## src/rtl/spi_master_mc_if.sv

```systemverilog
// Command/response/config/SPI-pin bundle for spi_master_mc.
// The master modport is the SPI master itself; slave is the requesting side.
interface spi_master_mc_if #(
  parameter int DATA_WIDTH = 8,
  parameter int SS_COUNT   = 4,
  parameter int DIV_WIDTH  = 16
);
  localparam int SS_W = (SS_COUNT > 1) ? $clog2(SS_COUNT) : 1;

  logic                  io_cmd_valid;
  logic                  io_cmd_ready;
  logic [DATA_WIDTH-1:0] io_cmd_data;
  logic [SS_W-1:0]       io_cmd_ss;
  logic                  io_cmd_keepSs;
  logic                  io_rsp_valid;
  logic [DATA_WIDTH-1:0] io_rsp_data;
  logic                  io_cfg_cpol;
  logic                  io_cfg_cpha;
  logic                  io_cfg_lsbFirst;
  logic [DIV_WIDTH-1:0]  io_cfg_divider;
  logic                  io_busy;
  logic                  io_spi_sclk;
  logic                  io_spi_mosi;
  logic                  io_spi_miso;
  logic [SS_COUNT-1:0]   io_spi_ss;

  modport master (
    input  io_cmd_valid, io_cmd_data, io_cmd_ss, io_cmd_keepSs,
           io_cfg_cpol, io_cfg_cpha, io_cfg_lsbFirst, io_cfg_divider, io_spi_miso,
    output io_cmd_ready, io_rsp_valid, io_rsp_data, io_busy,
           io_spi_sclk, io_spi_mosi, io_spi_ss
  );

  modport slave (
    output io_cmd_valid, io_cmd_data, io_cmd_ss, io_cmd_keepSs,
           io_cfg_cpol, io_cfg_cpha, io_cfg_lsbFirst, io_cfg_divider, io_spi_miso,
    input  io_cmd_ready, io_rsp_valid, io_rsp_data, io_busy,
           io_spi_sclk, io_spi_mosi, io_spi_ss
  );
endinterface

```

## src/rtl/spi_master_mc.sv

```systemverilog
// Multi-slave SPI master: one word per command, all four SPI modes, either bit order,
// optional slave-select hold across words with automatic deselect when the target changes.
module spi_master_mc #(
  parameter int DATA_WIDTH = 8,
  parameter int SS_COUNT   = 4,
  parameter int DIV_WIDTH  = 16
) (
  input  logic            io_clock,
  input  logic            io_reset_n,
  spi_master_mc_if.master bus
);
  localparam int SS_W  = (SS_COUNT > 1) ? $clog2(SS_COUNT) : 1;
  localparam int CNT_W = $clog2(2 * DATA_WIDTH + 1);

  typedef enum logic [2:0] {IDLE, SETUP, SHIFT, HOLD, DESELECT} state_t;

  state_t                state_q;
  logic [DIV_WIDTH-1:0]  div_q;
  logic [DIV_WIDTH-1:0]  div_cnt_q;
  logic [CNT_W-1:0]      edge_cnt_q;
  logic [DATA_WIDTH-1:0] tx_q;
  logic [DATA_WIDTH-1:0] rx_q;
  logic [DATA_WIDTH-1:0] rsp_data_q;
  logic [SS_W-1:0]       ss_idx_q;
  logic [SS_COUNT-1:0]   ss_q;
  logic                  cpha_q, lsb_q, keep_q, held_q, pend_q;
  logic                  sclk_q, mosi_q, rsp_valid_q, busy_q, ready_q;

  logic                  hp_done, accept, shift_tick;
  logic                  leading, last_edge, sample_now, drive_now;
  logic [DATA_WIDTH-1:0] tx_d, rx_d;

  function automatic logic first_bit(input logic [DATA_WIDTH-1:0] w, input logic lsb);
    return lsb ? w[0] : w[DATA_WIDTH-1];
  endfunction

  function automatic logic [DATA_WIDTH-1:0] shift_out(input logic [DATA_WIDTH-1:0] w,
                                                      input logic lsb);
    return lsb ? (w >> 1) : (w << 1);
  endfunction

  // Out-of-range indices decode to no active select.
  function automatic logic [SS_COUNT-1:0] ss_decode(input logic [SS_W-1:0] idx);
    logic [SS_COUNT-1:0] v;
    v = '1;
    for (int i = 0; i < SS_COUNT; i++) begin
      if (idx == SS_W'(i)) v[i] = 1'b0;
    end
    return v;
  endfunction

  assign hp_done    = (div_cnt_q == div_q);
  assign accept     = (state_q == IDLE) && ready_q && bus.io_cmd_valid;
  assign shift_tick = (state_q == SHIFT) && hp_done;
  assign leading    = ~edge_cnt_q[0];
  assign last_edge  = (edge_cnt_q == CNT_W'(2 * DATA_WIDTH - 1));
  assign sample_now = cpha_q ? ~leading : leading;
  // With cpha=0 the first bit is launched at accept, so the final trailing edge has nothing left to drive.
  assign drive_now  = cpha_q ? leading : (~leading && !last_edge);
  assign tx_d       = shift_out(tx_q, lsb_q);
  assign rx_d       = lsb_q ? {bus.io_spi_miso, rx_q[DATA_WIDTH-1:1]}
                            : {rx_q[DATA_WIDTH-2:0], bus.io_spi_miso};

  always_ff @(posedge io_clock) begin
    if (accept) begin
      tx_q <= bus.io_cfg_cpha ? bus.io_cmd_data : shift_out(bus.io_cmd_data, bus.io_cfg_lsbFirst);
      rx_q <= '0;
    end else if (shift_tick) begin
      if (drive_now)  tx_q <= tx_d;
      if (sample_now) rx_q <= rx_d;
    end
  end

  always_ff @(posedge io_clock or negedge io_reset_n) begin
    if (!io_reset_n) begin
      state_q     <= IDLE;
      div_q       <= '0;
      div_cnt_q   <= '0;
      edge_cnt_q  <= '0;
      ss_idx_q    <= '0;
      ss_q        <= '1;
      cpha_q      <= 1'b0;
      lsb_q       <= 1'b0;
      keep_q      <= 1'b0;
      held_q      <= 1'b0;
      pend_q      <= 1'b0;
      sclk_q      <= 1'b0;
      mosi_q      <= 1'b0;
      rsp_valid_q <= 1'b0;
      rsp_data_q  <= '0;
      busy_q      <= 1'b0;
      ready_q     <= 1'b0;
    end else begin
      rsp_valid_q <= 1'b0;
      div_cnt_q   <= (state_q == IDLE || hp_done) ? '0 : div_cnt_q + 1'b1;
      case (state_q)
        IDLE: begin
          ready_q <= 1'b1;
          if (accept) begin
            div_q      <= bus.io_cfg_divider;
            cpha_q     <= bus.io_cfg_cpha;
            lsb_q      <= bus.io_cfg_lsbFirst;
            ss_idx_q   <= bus.io_cmd_ss;
            keep_q     <= bus.io_cmd_keepSs;
            edge_cnt_q <= '0;
            sclk_q     <= bus.io_cfg_cpol;
            if (!bus.io_cfg_cpha) mosi_q <= first_bit(bus.io_cmd_data, bus.io_cfg_lsbFirst);
            ready_q    <= 1'b0;
            busy_q     <= 1'b1;
            held_q     <= 1'b0;
            // A held select for a different slave must be released before the new one falls.
            if (held_q && (bus.io_cmd_ss != ss_idx_q)) begin
              ss_q    <= '1;
              pend_q  <= 1'b1;
              state_q <= DESELECT;
            end else begin
              ss_q    <= ss_decode(bus.io_cmd_ss);
              state_q <= SETUP;
            end
          end
        end
        SETUP: begin
          if (hp_done) state_q <= SHIFT;
        end
        SHIFT: begin
          if (hp_done) begin
            sclk_q     <= ~sclk_q;
            edge_cnt_q <= edge_cnt_q + 1'b1;
            if (drive_now) mosi_q <= first_bit(tx_q, lsb_q);
            if (last_edge) state_q <= HOLD;
          end
        end
        HOLD: begin
          if (hp_done) begin
            rsp_valid_q <= 1'b1;
            rsp_data_q  <= rx_q;
            if (keep_q) begin
              held_q  <= 1'b1;
              busy_q  <= 1'b0;
              ready_q <= 1'b1;
              state_q <= IDLE;
            end else begin
              ss_q    <= '1;
              state_q <= DESELECT;
            end
          end
        end
        DESELECT: begin
          if (hp_done) begin
            if (pend_q) begin
              pend_q  <= 1'b0;
              ss_q    <= ss_decode(ss_idx_q);
              state_q <= SETUP;
            end else begin
              busy_q  <= 1'b0;
              ready_q <= 1'b1;
              state_q <= IDLE;
            end
          end
        end
        default: state_q <= IDLE;
      endcase
    end
  end

  assign bus.io_cmd_ready = ready_q;
  assign bus.io_rsp_valid = rsp_valid_q;
  assign bus.io_rsp_data  = rsp_data_q;
  assign bus.io_busy      = busy_q;
  assign bus.io_spi_sclk  = sclk_q;
  assign bus.io_spi_mosi  = mosi_q;
  assign bus.io_spi_ss    = ss_q;
endmodule

```

## src/flat_wrapper.sv

```systemverilog
// flat-port wrapper written by rule: the top's interface ports become plain ports
module spi_master_mc_flat 
#(
  parameter int DATA_WIDTH = 8,
  parameter int SS_COUNT   = 4,
  parameter int DIV_WIDTH  = 16
)
  (io_clock, io_reset_n, bus_io_cmd_valid, bus_io_cmd_data, bus_io_cmd_ss, bus_io_cmd_keepSs, bus_io_cfg_cpol, bus_io_cfg_cpha, bus_io_cfg_lsbFirst, bus_io_cfg_divider, bus_io_spi_miso, bus_io_cmd_ready, bus_io_rsp_valid, bus_io_rsp_data, bus_io_busy, bus_io_spi_sclk, bus_io_spi_mosi, bus_io_spi_ss);
  spi_master_mc_if #(.DATA_WIDTH(DATA_WIDTH), .SS_COUNT(SS_COUNT), .DIV_WIDTH(DIV_WIDTH)) bus_i ();
  input  logic io_clock;
  input  logic io_reset_n;
  input wire logic [$bits(bus_i.io_cmd_valid)-1:0] bus_io_cmd_valid;
  input wire logic [$bits(bus_i.io_cmd_data)-1:0] bus_io_cmd_data;
  input wire logic [$bits(bus_i.io_cmd_ss)-1:0] bus_io_cmd_ss;
  input wire logic [$bits(bus_i.io_cmd_keepSs)-1:0] bus_io_cmd_keepSs;
  input wire logic [$bits(bus_i.io_cfg_cpol)-1:0] bus_io_cfg_cpol;
  input wire logic [$bits(bus_i.io_cfg_cpha)-1:0] bus_io_cfg_cpha;
  input wire logic [$bits(bus_i.io_cfg_lsbFirst)-1:0] bus_io_cfg_lsbFirst;
  input wire logic [$bits(bus_i.io_cfg_divider)-1:0] bus_io_cfg_divider;
  input wire logic [$bits(bus_i.io_spi_miso)-1:0] bus_io_spi_miso;
  output wire logic [$bits(bus_i.io_cmd_ready)-1:0] bus_io_cmd_ready;
  output wire logic [$bits(bus_i.io_rsp_valid)-1:0] bus_io_rsp_valid;
  output wire logic [$bits(bus_i.io_rsp_data)-1:0] bus_io_rsp_data;
  output wire logic [$bits(bus_i.io_busy)-1:0] bus_io_busy;
  output wire logic [$bits(bus_i.io_spi_sclk)-1:0] bus_io_spi_sclk;
  output wire logic [$bits(bus_i.io_spi_mosi)-1:0] bus_io_spi_mosi;
  output wire logic [$bits(bus_i.io_spi_ss)-1:0] bus_io_spi_ss;
  assign bus_i.io_cmd_valid = bus_io_cmd_valid;
  assign bus_i.io_cmd_data = bus_io_cmd_data;
  assign bus_i.io_cmd_ss = bus_io_cmd_ss;
  assign bus_i.io_cmd_keepSs = bus_io_cmd_keepSs;
  assign bus_i.io_cfg_cpol = bus_io_cfg_cpol;
  assign bus_i.io_cfg_cpha = bus_io_cfg_cpha;
  assign bus_i.io_cfg_lsbFirst = bus_io_cfg_lsbFirst;
  assign bus_i.io_cfg_divider = bus_io_cfg_divider;
  assign bus_i.io_spi_miso = bus_io_spi_miso;
  assign bus_io_cmd_ready = bus_i.io_cmd_ready;
  assign bus_io_rsp_valid = bus_i.io_rsp_valid;
  assign bus_io_rsp_data = bus_i.io_rsp_data;
  assign bus_io_busy = bus_i.io_busy;
  assign bus_io_spi_sclk = bus_i.io_spi_sclk;
  assign bus_io_spi_mosi = bus_i.io_spi_mosi;
  assign bus_io_spi_ss = bus_i.io_spi_ss;
  spi_master_mc #(.DATA_WIDTH(DATA_WIDTH), .SS_COUNT(SS_COUNT), .DIV_WIDTH(DIV_WIDTH)) u_core (.io_clock(io_clock), .io_reset_n(io_reset_n), .bus(bus_i));
endmodule
```

## config.mk

```make
export PLATFORM = sky130hd
export DESIGN_NAME = spi_master_mc_flat
export DESIGN_NICKNAME = d
export VERILOG_FILES = /design/src/rtl/spi_master_mc_if.sv /design/src/rtl/spi_master_mc.sv /design/src/flat_wrapper.sv
export SDC_FILE = /design/constraint.sdc
export NUM_CORES = 1
export LEC_CHECK = 0
export CORE_MARGIN = 2
export CORE_UTILIZATION = 50
export CTS_CLUSTER_SIZE = 30
export DETAILED_ROUTE_END_ITERATION = 8
export PLACE_DENSITY_LB_ADDON = 0.15
export SYNTH_ARGS = -nofsm -noshare
export SYNTH_HDL_FRONTEND = slang
export SYNTH_SLANG_ARGS = --single-unit
```

## constraint.sdc

```tcl
create_clock -name io_clock -period 2.6 [get_ports io_clock]
set_clock_uncertainty 0.15 [all_clocks]
set_input_delay 0.65 -clock io_clock [delete_from_list [all_inputs] [get_ports io_clock]]
set_output_delay 0.65 -clock io_clock [all_outputs]
set_load 0.05 [all_outputs]
```

=== After elaboration in Yosys (flattened, before gate mapping) ===
Cells that the tools add are included.

* Add/subtract/negate cells: 2
* Equal/unequal tests: 26
* Multiplexer cells: 68
* Bitwise logic cells: 2
* Reduce and logical (&&, ||, !) cells: 28

{| class="wikitable"
|+ Operators with widths
! operator !! count
|-
| $mux W8 || 7
|-
| $mux W1 || 35
|-
| $mux W3 || 8
|-
| $mux W4 || 6
|-
| $ne A2 B1 Y1 const B || 9
|-
| $reduce_and A6 Y1 || 3
|-
| $add A16 B1 Y16 const B || 1
|-
| $eq A16 B16 Y1 || 1
|-
| $mux W16 || 1
|-
| $pmux W3 S5 || 1
|-
| $pmux W4 S3 || 1
|-
| $mux W5 || 2
|-
| $pmux W5 S2 || 1
|-
| $reduce_and A5 Y1 || 2
|-
| $reduce_bool A2 Y1 || 5
|-
| $eq A2 B2 Y1 const B || 4
|-
| $ne A2 B2 Y1 const B || 4
|-
| $pmux W1 S2 || 4
|-
| $reduce_and A2 Y1 || 4
|-
| $reduce_and A4 Y1 || 2
|-
| $eq A3 B2 Y1 const B || 2
|-
| $pmux W1 S3 || 2
|-
| $add A5 B1 Y5 const B || 1
|-
| $eq A5 B4 Y1 const B || 1
|-
| other kinds (12) || 19
|}

* Bits in registers: 80
* Input bits: 34

=== Depth between registers and ports, before layout ===
* Depth in word-level cells: 7
* Gate-level depth with buffers: 7

=== Least setup slack after synthesis ===
Ideal clock, no wire load.

* Kind: flip-flop to flip-flop
* Start: reg u_core.div_cnt_q[10]
* End: reg u_core.tx_q[0] (enable)
* Library setup time: 0.384 ns
* Arrival time: 2.055 ns
* Data required time: 2.066 ns
* Slack: 0.011 ns
* Stages on the path, launching flop included: 7
* Path buffers: 1
* Cell sequence: dfrtp_1 xnor2_1 nand4_1 nor4_1 buf_2 nand2_1 o21ai_0

* Longest elaborated chain between the ends: 4

{| class="wikitable"
|+ RTL lines
! item !! RTL line !! source
|-
| from (decl) || spi_master_mc.sv:19 || <nowiki>logic [DIV_WIDTH-1:0] div_cnt_q;</nowiki>
|-
| from (signal assigned) || spi_master_mc.sv:95 || <nowiki>div_cnt_q <= (state_q == IDLE || hp_done) ? '0 : div_cnt_q + 1'b1;</nowiki>
|-
| $eq A16 B16 Y1 || spi_master_mc.sv:52 || <nowiki>assign hp_done = (div_cnt_q == div_q);</nowiki>
|-
| $logic_and A1 B1 Y1 || spi_master_mc.sv:54 || <nowiki>assign shift_tick = (state_q == SHIFT) && hp_done;</nowiki>
|-
| $reduce_bool A2 Y1 (no line) || n/a ||
|-
| $reduce_and A2 Y1 (no line) || n/a ||
|-
| to (signal assigned) || spi_master_mc.sv:66 || <nowiki>tx_q <= bus.io_cfg_cpha ? bus.io_cmd_data : shift_out(bus.io_cmd_data, bus.io_cfg_lsbFirst);</nowiki>
|-
| to (signal assigned) || spi_master_mc.sv:69 || <nowiki>if (drive_now) tx_q <= tx_d;</nowiki>
|-
| to (decl) || spi_master_mc.sv:21 || <nowiki>logic [DATA_WIDTH-1:0] tx_q;</nowiki>
|}

Every way passes these cells.
A chain may end at the register's enable or synchronous reset.

=== Worst setup path after layout ===
* Start: reg u_core.ss_q[2] (netlist: u_core.bus.io_spi_ss[2])
* End: out bus_io_spi_ss[2]

{| class="wikitable"
|+ RTL lines
! item !! RTL line !! source
|-
| from (decl) || spi_master_mc.sv:25 || <nowiki>logic [SS_COUNT-1:0] ss_q;</nowiki>
|-
| from (signal assigned) || spi_master_mc.sv:117 || <nowiki>ss_q <= ss_decode(bus.io_cmd_ss);</nowiki>
|-
| from (signal assigned) || spi_master_mc.sv:152 || <nowiki>ss_q <= ss_decode(ss_idx_q);</nowiki>
|-
| to (decl) || flat_wrapper.sv:27 || <nowiki>output wire logic [$bits(bus_i.io_spi_ss)-1:0] bus_io_spi_ss;</nowiki>
|}

No word-level cell between the ends.

==> flow_summary_export.csv <==
group,metric,value,unit
status,status,"completed",
routing,first_iter_violations,172,
synth,avgSynthCellArea,9.72,um^2
finish,fillers,677,
synth,syn_inst,418,
setup_path,cpMaxStageDelayCell,"clkdlybuf4s50_1",
run,max_cap_viol_count,0,
synth,synth_cell_types,51,
synth,netlist.area_leader.share,37.0,%
routing,route.detailed.drc,0,
clock_tree,cts.path.max_buffers,2,
pwr,p_comb_share,31.8,%
clock_tree,cts_sinks,80,
finish,fin_cells,582,
sta,timing.hold.ws,154,ps
finish,final_cell_mix,"93 x nand2_1, 60 x dfrtp_1, 49 x clkdlybuf4s50_1, 36 x nor2_1, 27 x mux2i_1",
sta,drv_slew,0,
synth,synth_edf_count,8,
finish,antenna_cells,0,
placed_design,gp_congestion,0.811,
setup_path,path_class,"register to output pin",
synth,synth.ff_latch_count,80,
die,design.core.area,7810,um^2
clock_tree,cts-hold-fix-buffers,0,
global_routing,grt_pass1_vias,3106,
setup_path,cp_cell_sequence,"clkdlybuf4s50_1",
placed_design,pre_cts_ws,128,ps
pwr,static-leakage-power,0.00222,uW
clock_tree,root_buffer,"clkbuf_8",
sta,fin_ws,99.1,ps
synth,synth_top_cell_by_area,"dfrtp_1",
pwr,sequentialPowerShare,45.5,%
synth,synth_area,4060,um^2
clock_tree,cts_tree,"yes",
synth,synth_seq_area_share,49.4,%
clock_tree,post_cts_buffers,0,
finish,final_common_cell,"nand2_1",
routing,vias,3099,
sta,post-route-min-period,2500,ps
synth,synth_ff_type,"dfrtp_1",
setup_path,r2r_slack,130,ps
finish,synthToLayoutAreaGrowth,22.2,%
global_routing,grt_max_degree,65,
setup_path,worst_setup_path_start_kind,"register",
sta,hold_viol_final,0,
clock_tree,cts-resized-gates,0,
setup_path,arrival,1700,ps
routing,drt-total-wl,8110,um
placed_design,io_buffer_count,50,
setup_path,cp_num_buf_inv,1,
clock_tree,clk_pin_slew_worst_paths,90,ps
clock_tree,clk_latency,350,ps
global_routing,overflow,0,
sta,period_share,96.2,%
routing,vias_per_cell,5.32,
setup_path,cp.required,1800,ps
synth,netlist_top_cells_area,"dfrtp_1 37%, nand2_1 8.6%, mux2i_1 6.7%",
finish,drive_gt1_share,13.1,%
synth,yosys_warnings,0,
die,die_w,94.1,um
global_routing,grt_usage,20.3,%
pwr,p_int,2810,uW
die,dieHeight,94.1,um
pwr,clkPwrFrac,22.7,%
sta,fmax,0.400,GHz
clock_tree,cts_buffers,9,
placed_design,hpwl,5850,um
pwr,peakVddDrop,0.527,mV
placed_design,place_inst,566,
die,io_pins,51,
hold_path,min_path_type,"primary input to asynchronous set/reset pin",
pwr,p_sw,1510,uW
global_routing,grt_antenna_before_repair,0,
synth,synth_fp_nets,455,
routing,dr.pass1.iters,4,
clock_tree,htree_levels,3,
setup_path,end_kind,"output pin",
sta,worst_slew_margin_rel,47.8,%
finish,fin_util,63.6,%
finish,nNetsFinal,512,
die,start_util,52.0,%
pwr,p_per_area,869,nW/um^2
sta,worst_slew_pin_slew,782,ps
pwr,switching_share,34.9,%
die,die_area,8860,um^2
global_routing,grt_pass1_wl,14000,um
sta,tns,0,ps
routing,final_antenna_net_count,0,
sta,grt_setup_unrepaired,"true",
setup_path,cp_max_fo,2,
setup_path,max_stage_delay,810,ps
routing,avgRoutedWirePerCell,13.9,um
die,rows,32,
sta,setup_viol,0,
setup_path,cp_top_family,"buffers and inverters",
synth,synthArstFlopShare,80.0,%
-- metal layers --
| metal | track usage, % | up-vias | routed length [um] |
|---|---|---|---|
| met5 | 0 | - | 0 |
| met4 | 7.97 | 0 | 119 |
| met3 | 3.53 | 11 | 246 |
| met2 | 34.2 | 47 | 4030 |
| met1 | 26.0 | 1489 | 3710 |
| li1 | - | 1552 | - |
-- sequential cells by signal (all words and copies together) (netlist names), 2 cells and up --
name / count
u_core.bus.io_spi_ss: 4
u_core.edge_cnt_q: 5
u_core.ss_idx_q: 2
u_core.tx_q: 8
u_core.bus.io_rsp_data: 8
u_core.div_cnt_q: 16
u_core.rx_q: 8
u_core.state_q: 3
u_core.div_q: 16
-- synth_stat cells, types with 3 or more instances --
library cell / count
dfrtp_1: 60
dfstp_2: 4
ha_1: 3
nor3b_1: 3
nand2_1: 93
a21oi_1: 13
and3_1: 8
nor3_1: 5
xor2_1: 8
nor2_1: 36
nand3b_1: 3
dfxtp_1: 8
xnor2_1: 25
clkbuf_1: 16
mux2i_1: 27
buf_2: 3
a211oi_1: 7
o21ai_0: 11
inv_1: 6
nand4_1: 5
and2_1: 5
mux2_2: 17
edfxtp_1: 8
nand3_1: 7
a31oi_1: 3
-- final timing paths --
path                                      endpoint  cells past startpoint                    start
setup / recovery                  bus_io_spi_ss[2]                      1  u_core.bus.io_spi_ss[2]
hold / removal                   u_core.state_q[2]                      2               io_reset_n
setup reg to reg            u_core.bus.io_spi_mosi                      5      u_core.div_cnt_q[2]
hold reg to reg            u_core.bus.io_spi_ss[0]                      2  u_core.bus.io_spi_ss[0]
max in group asynchronous  u_core.bus.io_spi_ss[0]                      2               io_reset_n
min in group io_clock      u_core.bus.io_spi_ss[0]                      2  u_core.bus.io_spi_ss[0]
-- cell type report --
| type | count | area (um^2) | share of cell area, % |
|---|---|---|---|
| clock inverter | 6 | 83.8 | 1.69 |
| timing repair buffer | 67 | 636 | 12.8 |
| sequential | 80 | 2010 | 40.4 |
| multi-input combinational | 311 | 1960 | 39.5 |
| clock buffer | 10 | 128 | 2.57 |
| tap | 102 | 128 | 2.57 |
| inverter | 6 | 22.5 | 0.454 |
-- power by group through the flow --
stage                     clock, uW  sequential, uW  combinational [uW]
after floorplan                   0            2040                 884
after global placement            0            1980                1350
after detailed placement          0            1980                1380
after CTS                      1000            1960                1390
after global routing           1060            2020                1530
final                           980            1960                1370
-- cell families after synthesis --
logic type,Yosys count,synth area share (%)
AO/OA/AOI/OAI,53,8.69
XOR/XNOR,33,7.11
adder cells (fa/ha/maj),3,0.924
buffers and inverters,27,2.59
flip-flops,80,49.4
multiplexers,45,11.7
AND/OR/NAND/NOR,177,19.6
-- stage by stage --
step	power (uW)	instance area [um^2]
after global routing	4610	4970
after detailed placement	3360	4750
after global placement	3330	4750
after floorplan	2920	4060
after CTS	4350	4970
final	4310	4970
Power figures use the tool's default switching activity.
